`src/rtl/df_ifmaps_dma_req_gen.sv`:
```
// Expands one ifmaps tile (c outer, y inner) into row-burst DMA requests {addr,len,last}.
// First request one cycle after start; payload held while valid & !ready; done one cycle after last accept.
module df_ifmaps_dma_req_gen #(
   parameter int ADDR_W = 32,
   parameter int ETT_W  = 24,
   parameter int YS_W   = 12,
   parameter int CS_W   = 24,
   parameter int CL_W   = 12
) (
   input  logic              i_clk,
   input  logic              i_rstn,
   input  logic              i_start,
   input  logic              i_abort,
   input  logic [ADDR_W-1:0] i_base,
   input  logic [ETT_W-1:0]  i_ett,
   input  logic [YS_W-1:0]   i_y_step,
   input  logic [YS_W-1:0]   i_y_lim,
   input  logic [CS_W-1:0]   i_c_step,
   input  logic [CL_W-1:0]   i_c_lim,
   output logic              o_req_valid,
   input  logic              i_req_ready,
   output logic [ADDR_W-1:0] o_req_addr,
   output logic [ETT_W-1:0]  o_req_len,
   output logic              o_req_last,
   output logic              o_busy,
   output logic              o_done,
   output logic              o_cfg_err
);

   typedef enum logic [1:0] {S_IDLE, S_RUN, S_DONE} state_t;

   state_t                 r_state, w_state_nxt;
   logic [ADDR_W-1:0]      r_base;
   logic [ETT_W-1:0]       r_ett;
   logic [YS_W-1:0]        r_y_step, r_y_lim;
   logic [CS_W-1:0]        r_c_step;
   logic [CL_W-1:0]        r_c_lim, r_c_idx;
   logic [YS_W:0]          r_y_off;
   logic [CS_W+CL_W-1:0]   r_c_off;
   logic                   r_cfg_err;

   logic                   w_latch, w_load, w_err_nxt, w_acc, w_degen;
   logic                   w_y_end, w_last, w_run;
   logic [YS_W:0]          w_y_next;
   logic [ADDR_W-1:0]      w_addr;

   assign w_degen  = (i_y_lim == '0) || (i_c_lim == '0) || (i_y_step == '0) || (i_ett == '0);
   // Extra top bit keeps y_off+y_step from wrapping back below y_lim.
   assign w_y_next = r_y_off + {1'b0, r_y_step};
   assign w_y_end  = (w_y_next >= {1'b0, r_y_lim});
   assign w_last   = w_y_end && (r_c_idx == (r_c_lim - CL_W'(1)));
   assign w_addr   = r_base + ADDR_W'(r_c_off) + ADDR_W'(r_y_off);
   assign w_run    = (r_state == S_RUN);

   always_comb begin
      w_state_nxt = r_state;
      w_latch     = 1'b0;
      w_load      = 1'b0;
      w_err_nxt   = 1'b0;
      w_acc       = 1'b0;
      case (r_state)
         S_IDLE: begin
            if (i_start && !i_abort) begin
               w_latch = 1'b1;
               if (w_degen) begin
                  w_err_nxt = 1'b1;
               end else begin
                  w_load      = 1'b1;
                  w_state_nxt = S_RUN;
               end
            end
         end
         S_RUN: begin
            if (i_abort) begin
               w_state_nxt = S_IDLE;
            end else if (i_req_ready) begin
               w_acc = 1'b1;
               if (w_last) w_state_nxt = S_DONE;
            end
         end
         S_DONE:  w_state_nxt = S_IDLE;
         default: w_state_nxt = S_IDLE;
      endcase
   end

   always_ff @(posedge i_clk or negedge i_rstn) begin
      if (!i_rstn) begin
         r_state <= S_IDLE;
      end else begin
         r_state <= w_state_nxt;
      end
   end

   always_ff @(posedge i_clk or negedge i_rstn) begin
      if (!i_rstn) begin
         r_base    <= '0;
         r_ett     <= '0;
         r_y_step  <= '0;
         r_y_lim   <= '0;
         r_c_step  <= '0;
         r_c_lim   <= '0;
         r_c_idx   <= '0;
         r_y_off   <= '0;
         r_c_off   <= '0;
         r_cfg_err <= 1'b0;
      end else begin
         r_cfg_err <= w_err_nxt;
         if (w_latch) begin
            r_base   <= i_base;
            r_ett    <= i_ett;
            r_y_step <= i_y_step;
            r_y_lim  <= i_y_lim;
            r_c_step <= i_c_step;
            r_c_lim  <= i_c_lim;
         end
         if (w_load) begin
            r_c_idx <= '0;
            r_y_off <= '0;
            r_c_off <= '0;
         end else if (w_acc) begin
            if (w_y_end) begin
               r_y_off <= '0;
               r_c_idx <= r_c_idx + CL_W'(1);
               r_c_off <= r_c_off + {{CL_W{1'b0}}, r_c_step};
            end else begin
               r_y_off <= w_y_next;
            end
         end
      end
   end

   assign o_req_valid = w_run;
   assign o_req_addr  = w_run ? w_addr : '0;
   assign o_req_len   = w_run ? r_ett : '0;
   assign o_req_last  = w_run && w_last;
   assign o_busy      = (r_state == S_RUN) || (r_state == S_DONE);
   assign o_done      = (r_state == S_DONE) || r_cfg_err;
   assign o_cfg_err   = r_cfg_err;

endmodule
```
`config.mk`:
```
export PLATFORM = sky130hd
export DESIGN_NAME = df_ifmaps_dma_req_gen
export DESIGN_NICKNAME = d
export VERILOG_FILES = /design/src/rtl/df_ifmaps_dma_req_gen.sv
export SDC_FILE = /design/constraint.sdc
export NUM_CORES = 1
export LEC_CHECK = 0
export CAP_MARGIN = 20
export CORE_UTILIZATION = 59
export CTS_CLUSTER_SIZE = 25
export DETAILED_ROUTE_END_ITERATION = 10
export PLACE_DENSITY = 0.85
export REMOVE_ABC_BUFFERS = 1
export SYNTH_ARGS = -nofsm -noshare
export SYNTH_HDL_FRONTEND = slang
export SYNTH_SLANG_ARGS = --single-unit
```
`constraint.sdc`:
```
create_clock -name i_clk -period 11.8 [get_ports i_clk]
set_clock_uncertainty 0.2 [all_clocks]
set_input_delay 3.54 -clock i_clk [delete_from_list [all_inputs] [get_ports i_clk]]
set_output_delay 3.54 -clock i_clk [all_outputs]
set_load 0.05 [all_outputs]
```
==> flow_summary_export.csv, run 1 <==
group,metric,value,unit
status,outcome,"complete, no violations",
setup_path,crit_required,8.06,ns
clock_network,cts_resized,0,
logic_synthesis,synth_area_leaders,"dfrtp_1 38%, nand2_1 13%, ha_1 11%, xnor2_1 3.4%, a21oi_1 3.2%",
drt,postRouteAntennaNets,0,
pwr,p_int,2040,µW
clock_network,cts_root_buf,"clkbuf_16",
setup_path,worst_path_dominant_cell_family,"compound AO/OA/AOI/OAI gates",
setup_path,path_depth,16,
worst_hold_path,hold_class,"reg2reg",
floorplanning,io-pin-count,182,
floorplanning,start_util,61.1,%
sta,fin_crit_sh,72.9,%
logic_synthesis,synthTopCellsByCount,"392 x nand2_1, 176 x dfrtp_1, 101 x ha_1, 76 x nor2_1, 75 x a21oi_1",
setup_path,cpPeakStageDelay,0.70,ns
sta,finalSetupViolCount,0,
floorplanning,core_area,0.0190,mm²
setup_path,cp_cell_sequence,"ha_1, a21oi_1, o211ai_1, a31oi_1, nor2b_1, o21a_1, o41ai_1, xnor2_1, ha_1, a211oi_1, nand3_1, o221ai_1, o21ai_1, and3_1, and2_1, clkdlybuf4s50_1",
logic_synthesis,synth_area,0.0116,mm²
clock_network,clock_sinks,176,
drt,via_count,10500,
finish,drive_gt1_share,3.55,%
clock_network,clk_latency,0.45,ns
finish,finalNetCount,1776,
floorplanning,die_w,142,µm
setup_path,crit_type,"reg2out",
floorplanning,rows,50,
floorplanning,dieArea,0.0202,mm²
pwr,irDropWorstVdd,0.281,mV
drt,wirelength,30.3,mm
place,placed_area,0.0136,mm²
sta,worst_pin_slew,1.09,ns
logic_synthesis,synth_top_flop_cell,"dfrtp_1",
floorplanning,die_h,142,µm
flow_run,max_cap_viol_count,0,
setup_path,end_kind,"output port",
logic_synthesis,ys_seq_area_share,38.0,%
global_route,antenna_found_initial,0,
pwr,p_seq_share,26.2,%
clock_network,clk_path_buf_depth,2,
global_route,grt_usage,31.3,%
place,place.gp.congestion,0.940,
clock_network,htreeDepth,4,
pwr,swShare,47.5,%
place,dpl.hpwl,21.7,mm
setup_path,cp_max_fo,7,
drt,drc,0,
setup_path,crit_arrival,4.87,ns
pwr,power_switching,1840,µW
clock_network,cts_buffers,17,
pwr,p_leak,0.00683,µW
logic_synthesis,yosysWarnings,0,
logic_synthesis,synth_top_area_share,38.0,%
finish,stdcell_area,0.0143,mm²
place,io_buffers,181,
drt,firstDrtPassIters,5,
global_route,grt.overflow.total,0,
setup_path,reg2reg_depth,16,
logic_synthesis,synth.distinct_cells,62,
logic_synthesis,yosysTopAreaCell,"dfrtp_1",
pwr,p_comb_share,58.2,%
sta,hold_violations,0,
sta,max_freq,0.116,GHz
pwr,p_per_area,272,mW/mm²
logic_synthesis,ys_ff_latch,176,
drt,drt_iter0_markers,754,
logic_synthesis,async_flop_share,100,%
logic_synthesis,synth_most_common_cell,"nand2_1",
clock_network,clk_pin_slew,0.07,ns
sta,setup-tns-final,0,ns
global_route,grt_first_pass_wirelength,49.9,mm
setup_path,worst_path_most_repeated_cell,"ha_1",
sta,finalWorstPathRequiredPeriod,8.61,ns
finish,areaGrowthSynthToFinish,23.1,%
global_route,grt_pass1_vias,10300,
logic_synthesis,syn_avg_cell_area,8.43,µm²
clock_network,postCtsHoldBufs,0,
sta,rsz0062_at_grt,"false",
drt,wire_per_inst,16.7,µm
setup_path,critPathLaunchType,"flop",
global_route,grt_start_max_net_pins,106,
setup_path,critical_path.n_buffers_inverters,1,
setup_path,crit_path_top_delay_cell,"clkdlybuf4s50_1",
pwr,clkPwrFrac,15.6,%
clock_network,postCtsSetupRepairBufs,0,
finish,diodes,0,
sta,slew_violations,0,
logic_synthesis,synth-edff-count,0,
worst_hold_path,holdPathStages,2,
drt,vias_per_cell,5.82,
logic_synthesis,netlist_instances,1375,
sta,slew-limit-headroom,26.9,%
clock_network,cts_tree,"done",
[tightest hold or removal path, cell delays in order (launching register included)]
cell     delay, ns
dfrtp_1       0.34
nand2_1       0.05
nand2_1       0.05
[registers in the layout, summed over array words and instances (netlist names)]
signal,cells
r_ett,24
o_cfg_err,1
r_y_lim,12
r_c_step,24
r_c_lim,12
r_state,2
r_base,32
r_y_off,13
r_y_step,12
r_c_off,32
r_c_idx,12
[power by group through the flow]
| stage | clock network, µW | registers (µW) | logic [µW] |
|---|---|---|---|
| after floorplan | 0 | 964 | 1640 |
| after global placement | 0 | 1010 | 2140 |
| after detailed placement | 0 | 1020 | 2210 |
| after CTS | 607 | 1020 | 2240 |
| after global routing | 636 | 1050 | 2480 |
| final | 604 | 1020 | 2260 |
[final cells by class]
| class | count | area (µm²) |
|---|---|---|
| Multi-Input combinational cell | 1114 | 6870 |
| Fill cell | 1422 | 4690 |
| Sequential cell | 176 | 4400 |
| Timing Repair Buffer | 190 | 1900 |
| Clock buffer | 19 | 443 |
| Tap cell | 260 | 325 |
| Clock inverter | 13 | 176 |
| Inverter | 39 | 146 |
[cell families after synthesis]
logic type	Yosys count	synth area share (%)
buffers and inverters	85	2.75
multiplexers	5	0.432
AND/OR/NAND/NOR	659	25.2
flip-flops	176	38.0
adder cells (fa/ha/maj)	117	13.7
AO/OA/AOI/OAI	266	14.9
XOR/XNOR	67	5.07
[metal layers]
| metal | track usage (%) | wire [µm] |
|---|---|---|
| met2 | 52.5 | 14900 |
| met3 | 5.45 | 1830 |
| met5 | 0 | 0 |
| met4 | 11.4 | 719 |
| met1 | 40.5 | 12900 |
[metrics by stage]
| stage | hold WS (ns) | cells | setup WS, ns | util, % | power (µW) |
|---|---|---|---|---|---|
| 2_1_floorplan | 0.238 | 1329 | 1.99 | - | 2610 |
| 3_3_place_gp | 0.250 | 1778 | 3.86 | 71.8 | 3150 |
| 3_5_place_dp | 0.256 | 1778 | 3.77 | 71.8 | 3230 |
| 4_1_cts | 0.273 | 1810 | 3.22 | 75.1 | 3860 |
| 5_1_grt | 0.296 | 1811 | 2.86 | 75.3 | 4170 |
| 6_report | 0.270 | 1811 | 3.19 | 75.3 | 3880 |
[cell usage in the layout (no fill, tap or decap), types with 14 or more instances in the layout]
cell type / Yosys / layout
ha_1: 101 / 101
a21oi_1: 75 / 75
dfrtp_1: 176 / 176
nor3_1: 32 / 32
inv_1: 38 / 38
nor2_1: 76 / 76
fa_1: 16 / 16
o21ai_0: 54 / 54
xor2_1: 22 / 22
nor4_1: 19 / 19
a21o_1: 28 / 28
nand4_1: 14 / 14
xnor2_1: 45 / 45
nand3_1: 31 / 31
clkdlybuf4s50_1: 0 / 180
and2_1: 36 / 36
o21a_1: 14 / 14
a31oi_1: 15 / 15
nand2_1: 392 / 392
clkbuf_16: 0 / 17
[path summary, 6_finish.rpt]
| path | startpoint | endpoint | slack, ns |
|---|---|---|---|
| worst max register to register | r_y_off[0] | r_c_idx[7] | 7.14 |
| max in group asynchronous | i_rstn | r_base[20] | 6.89 |
| worst min register to register | r_ett[4] | r_ett[4] | 0.27 |
| worst min-delay path | r_ett[4] | r_ett[4] | 0.27 |
| worst max-delay path | r_y_off[1] | o_req_last | 3.19 |
| min in group asynchronous | i_rstn | r_y_lim[0] | 3.02 |
Power figures use the tool's default switching activity.
==> inputs of run 2 (changes only) <==
- CORE_UTILIZATION: 59 -> 50
- PLACE_DENSITY: 0.85 -> 0.76
- clock period: 11.8 -> 7.3 ns (I/O delays scaled with it)
==> flow_summary_export.csv, run 2 (synthesis results as in run 1) <==
group,metric,value,unit
finish,layout_common_cells,"392 x nand2_1, 176 x dfrtp_1, 174 x clkdlybuf4s50_1, 101 x ha_1, 76 x nor2_1",
place,dpl.hpwl,21.7,mm
finish,finalNetCount,1777,
sta,fin_crit_sh,95.9,%
place,place.gp.congestion,0.874,
clock_network,clk_pin_slew,0.08,ns
floorplanning,rows,55,
clock_network,cts_buffers,17,
setup_path,crit_required,4.91,ns
drt,drt_iter0_markers,573,
global_route,grt_usage,26.3,%
pwr,totalPowerFinal,6190,µW
drt,wire_per_inst,16.3,µm
clock_network,cts_root_buf,"clkbuf_16",
sta,hold_violations,0,
setup_path,regToRegSetupSlack,2.75,ns
finish,areaGrowthSynthToFinish,23.6,%
floorplanning,start_util,51.0,%
floorplanning,dieArea,0.0238,mm²
finish,drive_gt1_share,3.67,%
clock_network,clk_path_buf_depth,2,
setup_path,end_kind,"output port",
sta,worst_pin_slew,1.06,ns
sta,setup-tns-final,0,ns
drt,via_count,10300,
setup_path,cp_cell_sequence,"fa_1, ha_1, fa_1, a21oi_1, o21ai_0, a31oi_1, o31ai_1, o41ai_1, xor2_1, nor2_1, clkdlybuf4s50_1",
global_route,grt_first_pass_wirelength,49.9,mm
finish,final_cells,1837,
finish,fill_cells,1996,
setup_path,crit_type,"reg2out",
clock_network,clock_sinks,176,
finish,diodes,0,
finish,layout_commonest_cell,"nand2_1",
sta,whs,0.271,ns
setup_path,cpPeakStageDelay,0.85,ns
setup_path,crit_arrival,4.61,ns
worst_hold_path,hold_class,"reg2reg",
drt,drc,0,
sta,slew-limit-headroom,29.6,%
global_route,grt_start_max_net_pins,102,
finish,reg_top3,"r_base (32), r_c_off (32)",
setup_path,critical_path.n_buffers_inverters,1,
flow_run,max_cap_viol_count,0,
setup_path,worst_path_dominant_cell_family,"compound AO/OA/AOI/OAI gates",
floorplanning,core_area,0.0227,mm²
sta,finalWorstPathRequiredPeriod,7.00,ns
global_route,grt.overflow.total,0,
setup_path,cp_max_fo,4,
pwr,irDropWorstVdd,0.395,mV
pwr,p_leak,0.00693,µW
setup_path,crit_path_top_delay_cell,"clkdlybuf4s50_1",
floorplanning,die_w,154,µm
drt,wirelength,30.0,mm
sta,rsz0062_at_grt,"false",
status,outcome,"complete, no violations",
floorplanning,die_h,154,µm
global_route,antenna_found_initial,0,
clock_network,cts_tree,"done",
setup_path,worst_path_most_repeated_cell,"fa_1",
sta,slew_violations,0,
sta,finalSetupViolCount,0,
pwr,p_per_area,433,mW/mm²
drt,postRouteAntennaNets,0,
floorplanning,io-pin-count,182,
global_route,grt_pass1_vias,10200,
clock_network,clk_latency,0.44,ns
setup_path,critPathLaunchType,"flop",
drt,firstDrtPassIters,5,
sta,max_freq,0.143,GHz
drt,vias_per_cell,5.60,
clock_network,htreeDepth,4,
place,io_buffers,181,
place,placedCellCount,1804,
-- run 2: cell count changes in the layout (fill, tap and decap cells not counted), sizes merged --
cell / previous run / this run
buf: 10 / 11
clkdlybuf4s50: 180 / 174
clkbuf: 19 / 17
dlymetal6s2s: 0 / 6
bufinv: 3 / 0
inv: 42 / 46
clkinv: 5 / 8
clkinvlp: 2 / 0
-- run 2: layer usage --
layer | vias up | GRT usage (%) | share of wire, %
li1 | 5107 | - | -
met1 | 4902 | 35.1 | 46
met2 | 242 | 43.9 | 47
met3 | 40 | 4.29 | 4.6
met4 | 0 | 8.05 | 2.2
met5 | - | 0 | 0
-- run 2: cell type report --
class	count	area [µm²]	area share, %
inverters	39	146	1.02
multi-input cells	1114	6870	48.0
flip-flops and latches	176	4400	30.8
clock buffers	17	425	2.97
repair buffers	191	1940	13.6
clock inverters	15	168	1.17
well taps	285	357	2.49
-- run 2: final timing paths --
| check | from | endpoint | cells past startpoint |
|---|---|---|---|
| min in group asynchronous | i_rstn | r_y_off[1] | 1 |
| worst max register to register | r_y_off[0] | r_c_idx[3] | 17 |
| worst min-delay path | r_ett[9] | r_ett[9] | 2 |
| worst min register to register | r_ett[9] | r_ett[9] | 2 |
| worst max-delay path | r_y_off[1] | o_req_addr[21] | 11 |
| max in group asynchronous | i_rstn | r_c_step[20] | 2 |
-- run 2: where the power goes --
part | internal (µW) | leakage [µW] | switching (µW)
Combinational | 1400 | 0.00438 | 2230
Clock | 461 | 0.000290 | 459
Sequential | 1340 | 0.00227 | 301
Total | 3200 | 0.00693 | 2990
-- run 2: repair_timing --
action | CTS | global route
setup endpoints to repair | 0 | 6
resized for setup | 0 | 6
buffers inserted | 0 | 0
endpoints found under the hold margin | 0 | 0
hold buffers | 0 | 0
-- run 2: per-stage QoR --
step,instance area [µm²],setup WS [ns],util (%)
2_1_floorplan,11400,-1.16,-
5_1_grt,14300,0.0335,63.0
6_report,14300,0.299,63.0
4_1_cts,14300,0.0443,62.8
3_3_place_gp,13700,0.693,60.1
3_5_place_dp,13700,0.547,60.2
-- run 2: worst register-to-register path: stages, from the launching register on --
cell and delay [ns]:
dfrtp_1 0.40, ha_1 0.18, inv_1 0.05, fa_1 0.41
nor2b_1 0.20, o31ai_1 0.13, a21oi_2 0.24, xor2_1 0.12
ha_1 0.32, and4_1 0.22, nand3_1 0.08, o21ai_0 0.24
o221ai_1 0.21, o21ai_1 0.31, nand2_1 0.36, buf_16 0.28
or3_1 0.35, a21oi_1 0.16
==> inputs of run 3 (changes only) <==
- CAP_MARGIN: 20 -> not set
==> flow_summary_export.csv, run 3 (synthesis results as in run 1) <==
group,metric,value,unit
sta,slew_violations,0,
status,outcome,"complete, no violations",
setup_path,end_kind,"output port",
clock_network,postCtsSetupRepairBufs,0,
finish,finalNetCount,1775,
drt,drc,0,
pwr,p_leak,0.00688,µW
clock_network,clk_pin_slew,0.08,ns
sta,rsz0062_at_grt,"false",
finish,stdcell_area,0.0143,mm²
drt,wire_per_inst,16.2,µm
floorplanning,rows,55,
clock_network,clock_sinks,176,
floorplanning,dieArea,0.0238,mm²
finish,drive_gt1_share,3.68,%
floorplanning,start_util,51.0,%
global_route,grt_pass1_vias,10200,
sta,hold_violations,0,
global_route,antenna_found_initial,0,
place,dpl.hpwl,21.6,mm
drt,vias_per_cell,5.66,
pwr,irDropWorstVdd,0.382,mV
finish,layout_common_cells,"392 x nand2_1, 176 x dfrtp_1, 175 x clkdlybuf4s50_1, 101 x ha_1, 76 x nor2_1",
finish,areaGrowthSynthToFinish,23.1,%
global_route,grt_first_pass_wirelength,49.3,mm
finish,layout_commonest_cell,"nand2_1",
finish,final_cells,1835,
sta,whs,0.270,ns
finish,diodes,0,
global_route,grt.overflow.total,0,
sta,setup-tns-final,0,ns
sta,worst_pin_slew,1.12,ns
drt,firstDrtPassIters,5,
drt,drt_iter0_markers,618,
floorplanning,core_area,0.0227,mm²
drt,via_count,10400,
finish,fill_cells,2023,
sta,fin_crit_sh,95.9,%
sta,finalWorstPathRequiredPeriod,7.00,ns
sta,finalSetupViolCount,0,
setup_path,crit_required,4.91,ns
setup_path,crit_arrival,4.61,ns
clock_network,postCtsHoldBufs,0,
worst_hold_path,hold_class,"reg2reg",
floorplanning,die_w,154,µm
floorplanning,die_h,154,µm
setup_path,crit_type,"reg2out",
place,placed_area,0.0137,mm²
flow_run,max_cap_viol_count,0,
setup_path,critPathLaunchType,"flop",
drt,wirelength,29.8,mm
clock_network,cts_buffers,17,
place,place.gp.congestion,0.874,
clock_network,cts_tree,"done",
finish,reg_top3,"r_base (32), r_c_off (32)",
sta,slew-limit-headroom,25.1,%
clock_network,clk_path_buf_depth,2,
setup_path,cp_max_fo,4,
global_route,grt_start_max_net_pins,102,
place,io_buffers,181,
floorplanning,io-pin-count,182,
place,placedCellCount,1803,
clock_network,cts_root_buf,"clkbuf_16",
clock_network,clk_latency,0.44,ns
pwr,p_per_area,433,mW/mm²
global_route,grt_usage,25.9,%
sta,max_freq,0.143,GHz
clock_network,htreeDepth,4,
drt,postRouteAntennaNets,0,
==> run 3: path summary, 6_finish.rpt <==
kind | startpoint | endpoint | slack, ns | cells after the start
max in group asynchronous | i_rstn | r_c_step[20] | 4.14 | 2
worst max-delay path | r_y_off[1] | o_req_addr[15] | 0.30 | 12
min in group asynchronous | i_rstn | r_y_off[1] | 1.51 | 1
worst min register to register | r_ett[18] | r_ett[18] | 0.27 | 2
worst max register to register | r_y_off[1] | r_c_idx[3] | 2.43 | 16
worst min-delay path | r_ett[18] | r_ett[18] | 0.27 | 2
==> run 3: layout make-up <==
type                       instances  area [µm²]  share of cell area, %
multi-input combinational       1114        6880                   48.2
sequential                       176        4400                   30.9
timing repair buffer             189        1880                   13.2
clock buffer                      17         425                   2.98
tap                              285         357                   2.50
clock inverter                    15         168                   1.18
inverter                          39         146                   1.03
==> run 3: per-layer routing <==
layer	track usage (%)	share of wire [%]	vias to the layer above
met3	5.18	5.7	39
met4	7.81	1.8	0
li1	-	-	5089
met5	0	0	-
met1	34.0	45	4953
met2	43.3	47	299
==> run 3: critical path, stage by stage (launching register included) <==
cell	delay [ns]
dfrtp_1	0.45
fa_1	0.47
ha_1	0.25
fa_1	0.42
a21oi_1	0.20
o21ai_0	0.17
a31oi_1	0.44
o21ai_0	0.20
a21o_1	0.22
a31oi_1	0.21
xor2_1	0.09
nor2_1	0.19
clkdlybuf4s50_1	0.86
==> run 3: metrics by stage <==
| stage | util [%] | total power, µW | worst slack [ns] |
|---|---|---|---|
| 4_1_cts | 62.7 | 6170 | 0.0834 |
| 5_1_grt | 62.8 | 6670 | 0.00492 |
| 2_1_floorplan | - | 4210 | -1.16 |
| 6_report | 62.8 | 6170 | 0.302 |
| 3_3_place_gp | 60.1 | 5130 | 0.693 |
| 3_5_place_dp | 60.1 | 5220 | 0.571 |
==> run 3: what timing repair did <==
item / CTS / global route
setup endpoints to repair: 1 / 5
pin swaps: 0 / 0
resized for setup: 1 / 6
cloned: 0 / 0
==> run 3: power by group <==
part | internal (µW) | switching, µW | total, µW
Sequential | 1340 | 301 | 1640
Combinational | 1390 | 2230 | 3620
Clock | 460 | 453 | 913
Total | 3190 | 2990 | 6170
